File: src/rtl/sign_ext_pkg.sv
// Shared definitions for the sign-extension arbiter and its round-robin picker.
//   state_e   : arbiter FSM states (2-bit encoding, 2'b11 unused)
//   SE_IN_W   : default immediate width fed to the shared sign-extension unit
//   SE_OUT_W  : default extended result width
//   next_rr() : round-robin search returning {found, winner index}
package sign_ext_pkg;

  typedef enum logic [1:0] {
    IDLE = 2'd0,
    EXT  = 2'd1,
    RESP = 2'd2
  } state_e;

  localparam int SE_IN_W  = 3;
  localparam int SE_OUT_W = 8;

  // The search helper works on a fixed maximum width; callers zero-pad.
  localparam int RR_MAX_REQ  = 8;
  localparam int RR_MAX_ID_W = 3;

  typedef struct packed {
    logic                   found;
    logic [RR_MAX_ID_W-1:0] idx;
  } rr_result_t;

  // First requester found searching ptr+1, ptr+2, ... modulo num_req.
  // Iterating from the farthest candidate down to the nearest lets the
  // nearest hit overwrite the others, so no early exit is needed.
  function automatic rr_result_t next_rr(input logic [RR_MAX_ID_W-1:0] ptr,
                                         input logic [RR_MAX_REQ-1:0]  req,
                                         input int                     num_req);
    rr_result_t             res;
    int                     cand;
    logic [RR_MAX_ID_W-1:0] cand_idx;
    res = '0;
    for (int k = RR_MAX_REQ; k >= 1; k--) begin
      if (k <= num_req) begin
        cand     = (int'(ptr) + k) % num_req;
        cand_idx = cand[RR_MAX_ID_W-1:0];
        if (req[cand_idx]) begin
          res.found = 1'b1;
          res.idx   = cand_idx;
        end
      end
    end
    return res;
  endfunction

endpackage

File: src/rtl/sign_ext_arbiter_rr_pick.sv
// rr_pick: combinational round-robin picker, reusable by any shared-resource
// arbiter. The requester after ptr has highest priority, ptr itself lowest.
//   req     in   NUM_REQ  request levels
//   ptr     in   ID_W     index of the last-served requester
//   gnt_vec out  NUM_REQ  one-hot winner (all zero when nothing requests)
//   winner  out  ID_W     winner index (only meaningful when any=1)
//   any     out  1        at least one request is present
module rr_pick
  import sign_ext_pkg::*;
#(
  parameter int NUM_REQ = 4,
  parameter int ID_W    = 2
) (
  input  logic [NUM_REQ-1:0] req,
  input  logic [ID_W-1:0]    ptr,
  output logic [NUM_REQ-1:0] gnt_vec,
  output logic [ID_W-1:0]    winner,
  output logic               any
);

  logic [RR_MAX_REQ-1:0]  req_pad;
  logic [RR_MAX_ID_W-1:0] ptr_pad;
  rr_result_t             res;

  // NOTE: every variable written in a combinational block gets a default
  // first; a path that leaves one unassigned would infer a latch.
  always_comb begin
    req_pad              = '0;
    req_pad[NUM_REQ-1:0] = req;
    ptr_pad              = '0;
    ptr_pad[ID_W-1:0]    = ptr;
  end

  assign res    = next_rr(ptr_pad, req_pad, NUM_REQ);
  assign any    = res.found;
  assign winner = res.idx[ID_W-1:0];

  always_comb begin
    gnt_vec = '0;
    for (int i = 0; i < NUM_REQ; i++) begin
      gnt_vec[i] = res.found && (res.idx == RR_MAX_ID_W'(i));
    end
  end

endmodule

File: src/rtl/sign_ext_arbiter.sv
// sign_ext_arbiter: shares one external combinational sign-extension unit
// among NUM_REQ requesters. A winner's immediate is latched into ext_in, the
// unit settles for one full cycle (EXT), the result is captured and returned
// with the requester ID over a valid/ready response channel (RESP).
//   clk, rst_n : clock, asynchronous active-low reset
//   req        : per-requester request level (not sticky)
//   req_data   : immediate of requester i at [i*IN_W +: IN_W]
//   gnt        : one-hot acceptance, combinational, one cycle wide
//   ext_in     : registered input to the shared sign-extension unit
//   ext_out    : result from the shared sign-extension unit
//   rsp_valid / rsp_id / rsp_data / rsp_ready : response channel
module sign_ext_arbiter
  import sign_ext_pkg::*;
#(
  parameter int NUM_REQ = 4,
  parameter int IN_W    = SE_IN_W,
  parameter int OUT_W   = SE_OUT_W,
  parameter int ID_W    = 2
) (
  input  logic                    clk,
  input  logic                    rst_n,
  input  logic [NUM_REQ-1:0]      req,
  input  logic [NUM_REQ*IN_W-1:0] req_data,
  output logic [NUM_REQ-1:0]      gnt,
  output logic [IN_W-1:0]         ext_in,
  input  logic [OUT_W-1:0]        ext_out,
  output logic                    rsp_valid,
  output logic [ID_W-1:0]         rsp_id,
  output logic [OUT_W-1:0]        rsp_data,
  input  logic                    rsp_ready
);

  if (OUT_W <= IN_W) begin : g_bad_width
    $error("sign_ext_arbiter: OUT_W must be greater than IN_W");
  end
  if (ID_W != $clog2(NUM_REQ)) begin : g_bad_id_w
    $error("sign_ext_arbiter: ID_W must equal clog2(NUM_REQ)");
  end
  if (NUM_REQ < 2 || NUM_REQ > RR_MAX_REQ) begin : g_bad_num_req
    $error("sign_ext_arbiter: NUM_REQ must be in 2..8");
  end

  state_e              state_q, state_d;
  logic [ID_W-1:0]     ptr_q;
  logic [ID_W-1:0]     id_q;
  logic [IN_W-1:0]     ext_in_q;
  logic                rsp_valid_q;
  logic [ID_W-1:0]     rsp_id_q;
  logic [OUT_W-1:0]    rsp_data_q;

  logic [NUM_REQ-1:0]  pick_gnt;
  logic [ID_W-1:0]     pick_winner;
  logic                pick_any;
  logic [IN_W-1:0]     win_data;

  rr_pick #(
    .NUM_REQ (NUM_REQ),
    .ID_W    (ID_W)
  ) u_rr_pick (
    .req     (req),
    .ptr     (ptr_q),
    .gnt_vec (pick_gnt),
    .winner  (pick_winner),
    .any     (pick_any)
  );

  // Immediate slice of the current winner.
  always_comb begin
    win_data = '0;
    for (int i = 0; i < NUM_REQ; i++) begin
      if (pick_winner == ID_W'(i)) win_data = req_data[i*IN_W +: IN_W];
    end
  end

  // ---------------------------------------------------------------- FSM
  // NOTE: sequential state uses non-blocking assignments so every register
  // samples pre-edge values regardless of block ordering.
  always_ff @(posedge clk or negedge rst_n) begin
    if (!rst_n) state_q <= IDLE;
    else        state_q <= state_d;
  end

  always_comb begin
    state_d = IDLE;
    case (state_q)
      IDLE:    state_d = pick_any ? EXT : IDLE;
      EXT:     state_d = RESP;
      RESP:    state_d = rsp_ready ? IDLE : RESP;
      default: state_d = IDLE;
    endcase
  end

  // Grants are offered only in IDLE, and never while reset is asserted.
  always_comb begin
    gnt = '0;
    if (rst_n && state_q == IDLE) gnt = pick_gnt;
  end

  // ----------------------------------------------------------- datapath
  always_ff @(posedge clk or negedge rst_n) begin
    if (!rst_n) begin
      ptr_q       <= ID_W'(NUM_REQ - 1);
      id_q        <= '0;
      ext_in_q    <= '0;
      rsp_valid_q <= 1'b0;
      rsp_id_q    <= '0;
      rsp_data_q  <= '0;
    end else begin
      case (state_q)
        IDLE: begin
          if (pick_any) begin
            ext_in_q <= win_data;
            id_q     <= pick_winner;
          end
        end
        EXT: begin
          rsp_data_q  <= ext_out;
          rsp_id_q    <= id_q;
          rsp_valid_q <= 1'b1;
        end
        RESP: begin
          if (rsp_ready) begin
            rsp_valid_q <= 1'b0;
            ptr_q       <= rsp_id_q;
          end
        end
        default: rsp_valid_q <= 1'b0;
      endcase
    end
  end

  assign ext_in    = ext_in_q;
  assign rsp_valid = rsp_valid_q;
  assign rsp_id    = rsp_id_q;
  assign rsp_data  = rsp_data_q;

endmodule

File: config.mk
export PLATFORM = sky130hd
export DESIGN_NAME = sign_ext_arbiter
export DESIGN_NICKNAME = d
export VERILOG_FILES = /design/src/rtl/sign_ext_pkg.sv /design/src/rtl/sign_ext_arbiter_rr_pick.sv /design/src/rtl/sign_ext_arbiter.sv
export SDC_FILE = /design/constraint.sdc
export NUM_CORES = 1
export LEC_CHECK = 0
export ABC_AREA = 1
export CAP_MARGIN = 15
export CORE_MARGIN = 4
export CORE_UTILIZATION = 38
export CTS_CLUSTER_SIZE = 30
export DETAILED_ROUTE_END_ITERATION = 7
export DONT_BUFFER_PORTS = 1
export HOLD_SLACK_MARGIN = 0.03
export PLACE_DENSITY = 0.57
export SLEW_MARGIN = 20
export SYNTH_ARGS = -nofsm -noshare
export SYNTH_HDL_FRONTEND = slang
export SYNTH_HIERARCHICAL = 1
export SYNTH_SLANG_ARGS = --single-unit
export TNS_END_PERCENT = 30
File: constraint.sdc
create_clock -name clk -period 2.9 [get_ports clk]
set_input_delay 0.145 -clock clk [delete_from_list [all_inputs] [get_ports clk]]
set_output_delay 0.145 -clock clk [all_outputs]
set_load 0.01 [all_outputs]
==> summary.txt <==
Clocking
  – Post-CTS setup buffers: 0
  – CTS Sinks: 20
  – Clk_lat worst skew: around 0.3 ns
  – CTS Hold Bufs: 10
  – CTS clock-pin slew for the worst setup and hold paths: between 0.1 and 0.15 ns
  – Htree depth: 1
  – CTS Root Cell: clkbuf_4
  – CTS Buffer Depth: 2
  – TritonCTS Buffers: 3
  – CTS tree: built
  – Post-CTS sizing: 0

Global route
  – Congestion Overflow GR: 0
  – Vias in the first global route: ~1000
  – Initial antenna violation count: 0
  – Total GRT Usage: 0.1383
  – Largest net degree at the start of global routing: 21
  – First-pass GRT wire length: 4.526 mm

Layout
  – Area Growth Syn to Fin: 14.42%
  – Layout cells sized above 1: 0.2111
  – Antenna Cells: 0
  – Nets@finish: 208
  – Finished Layout Cells: about 220

Power
  – Peak supply drop: between 0.4 and 0.5 mV
  – Leakage: around 0.71 nW
  – Final Power: 1.806 mW
  – PD cells: 1309 mW/mm²

Logic synthesis
  – Cell Area, Synth: about 0.0012 mm²
  – Cell variety after synth: 18
  – Largest cells by area after synthesis: dfrtp_1, nand2_1, nand2_2, inv_1, nand3_1
  – Synthesized area per cell: roughly 7.1 µm²
  – Seq/Total Area, Yosys: 0.4170
  – Post-synth top area share: 0.3734
  – Yosys reg bits: 20
  – Post-synthesis cell count: roughly 170
  – Synth area leader: dfrtp_1
  – Yosys Warn Count: 6
  – Syn nets: 196

Worst setup path
  – WS Path Type: reg -> out
  – Worst setup SP type: flip-flop
  – CP Max Fanout: 9
  – CP Data Arrival Time: between 2 and 2.5 ns
  – Required @ worst endpoint: 2.76 ns
  – Setup crit end kind: primary output

Detailed routing
  – Vias per std cell: ~4.7
  – Number of remaining DRC errors: 0
  – DRT Pass-1 Iters: 4
  – Initial DRC Count: 70
  – Via count: between 1000 and 1500
  – DRT antenna net count: 0
  – Routed len/inst: between 10 and 15 µm
  – Final WL: 2.690 mm

STA
  – Final hold violations: 0
  – RSZ-0062 raised after global routing: no
  – Setup TNS Final: 0 ns
  – Minimum clock period: ~2.2 ns
  – Worst hold slack: around 0.05 ns
  – Max Slew Vio Count: 0
  – Clk_skew: ~0.0037 ns
  – Slew margin rel.: 0.4089
  – Count of final setup violators: 0
  – Fmax: 462.2 MHz
  – Fin crit share: 0.7461
  – Slew @ Worst Pin: a little under 0.9 ns

Job
  – Max_cap viols: 0

Floorplan
  – I/O pin cnt: 45
  – Starting Density: 0.3951
  – Row cnt: 20
  – Die Width: 64.34 µm
  – Core area: 0.003053 mm²
  – Die area: about 0.0041 mm²
  – Die Y: between 60 and 70 µm

Worst hold path
  – Worst min path class: in -> reg

Placed design
  – DP HPWL: around 1.9 mm
  – Total placed cells including tap cells: 210
  – I/O Buffers: 0
  – RePlAce Congestion: ~0.8

Status
  – Status: finished clean
-- worst max-delay path: stages (launching register included) --
cell and delay, ns:
dfstp_2 0.68, nand2_1 0.10, o21ai_2 0.10, nand2_2 0.09, nand2_2 0.07, nand2_2 0.07, nand2_2 0.06, nand2_2 0.05
nand2_2 0.13, inv_2 0.06, nor2_2 0.08, inv_1 0.04, nor2_1 0.19
-- final timing paths --
check,from,endpoint,slack [ns],cells after the start
worst min-delay path,rsp_ready,ptr_q[0]$_DFFE_PN1P_,0.05,2
worst max-delay path,ptr_q[0]$_DFFE_PN1P_,gnt[3],0.74,12
worst max register to register,ptr_q[0]$_DFFE_PN1P_,ext_in[0]$_DFFE_PN0P_,0.99,13
min in group asynchronous,rst_n,rsp_data[2]$_DFFE_PN0P_,0.40,1
worst min register to register,id_q[0]$_DFFE_PN0P_,id_q[0]$_DFFE_PN0P_,0.51,2
max in group asynchronous,rst_n,rsp_data[6]$_DFFE_PN0P_,1.97,1
-- routing by layer --
layer / GRT usage / vias up / wire, µm
met5: 0 / - / 0
met4: 0.05541 / 0 / 48
met3: 0.03691 / 5 / 169
met2: 0.2539 / 28 / 1406
met1: 0.1485 / 484 / 1066
li1: - / 537 / -
-- final cells by class --
cell class,instances,area [µm²]
Timing Repair Buffer,10,100.1
Fill cell,326,1673
Tap cell,44,55.05
Multi-Input combinational cell,123,575.6
Inverter,23,93.84
Clock buffer,3,22.52
Clock inverter,1,30.03
Sequential cell,20,503.0
-- metrics by stage --
step,instance area [µm²],setup WS (ns),util
2_1_floorplan,1206,1.220,-
3_3_place_gp,1227,1.054,0.4020
3_5_place_dp,1227,1.012,0.4020
4_1_cts,1380,0.7009,0.4520
5_1_grt,1380,0.5250,0.4520
6_report,1380,0.7364,0.4520
-- Yosys cell counts --
cell	number
nand3_1	11
inv_2	4
dfstp_2	2
a21oi_1	1
nor2_2	5
o21ai_0	10
inv_1	18
inv_8	1
nand2_2	17
nand3_2	2
o21ai_1	2
buf_6	3
nor2_4	1
nor2_1	12
o21ai_2	1
and3_2	1
nand2_1	60
dfrtp_1	18
-- layout by cell type, fill, tap and decap left out, types with 2 or more instances in the layout --
master and instances:
nand2_1 60, inv_1 18, dfrtp_1 18, nand2_2 17
nor2_1 12, nand3_1 11, o21ai_0 10, dlygate4sd3_1 10
nor2_2 5, inv_2 4, clkbuf_4 3, o21ai_1 2
dfstp_2 2, nand3_2 2
-- cell families after synthesis --
family | Yosys count | share of synthesized area
and+or+nand+nor | 109 | 0.4160
AOI/OAI and AO/OA | 14 | 0.06120
buffers and inverters | 26 | 0.1058
DFF | 20 | 0.4170
-- power by group --
| part | switching (mW) | internal [mW] |
|---|---|---|
| Combinational | 0.650 | 0.329 |
| Sequential | 0.173 | 0.429 |
| Clock | 0.0855 | 0.140 |
| Total | 0.908 | 0.898 |
-- sequential cells by signal, indices dropped and copies added, names as in the netlist --
name       count
ext_in         3
rsp_valid      1
state_q        2
rsp_id         2
id_q           2
ptr_q          2
rsp_data       8
Power figures use the tool's default switching activity.
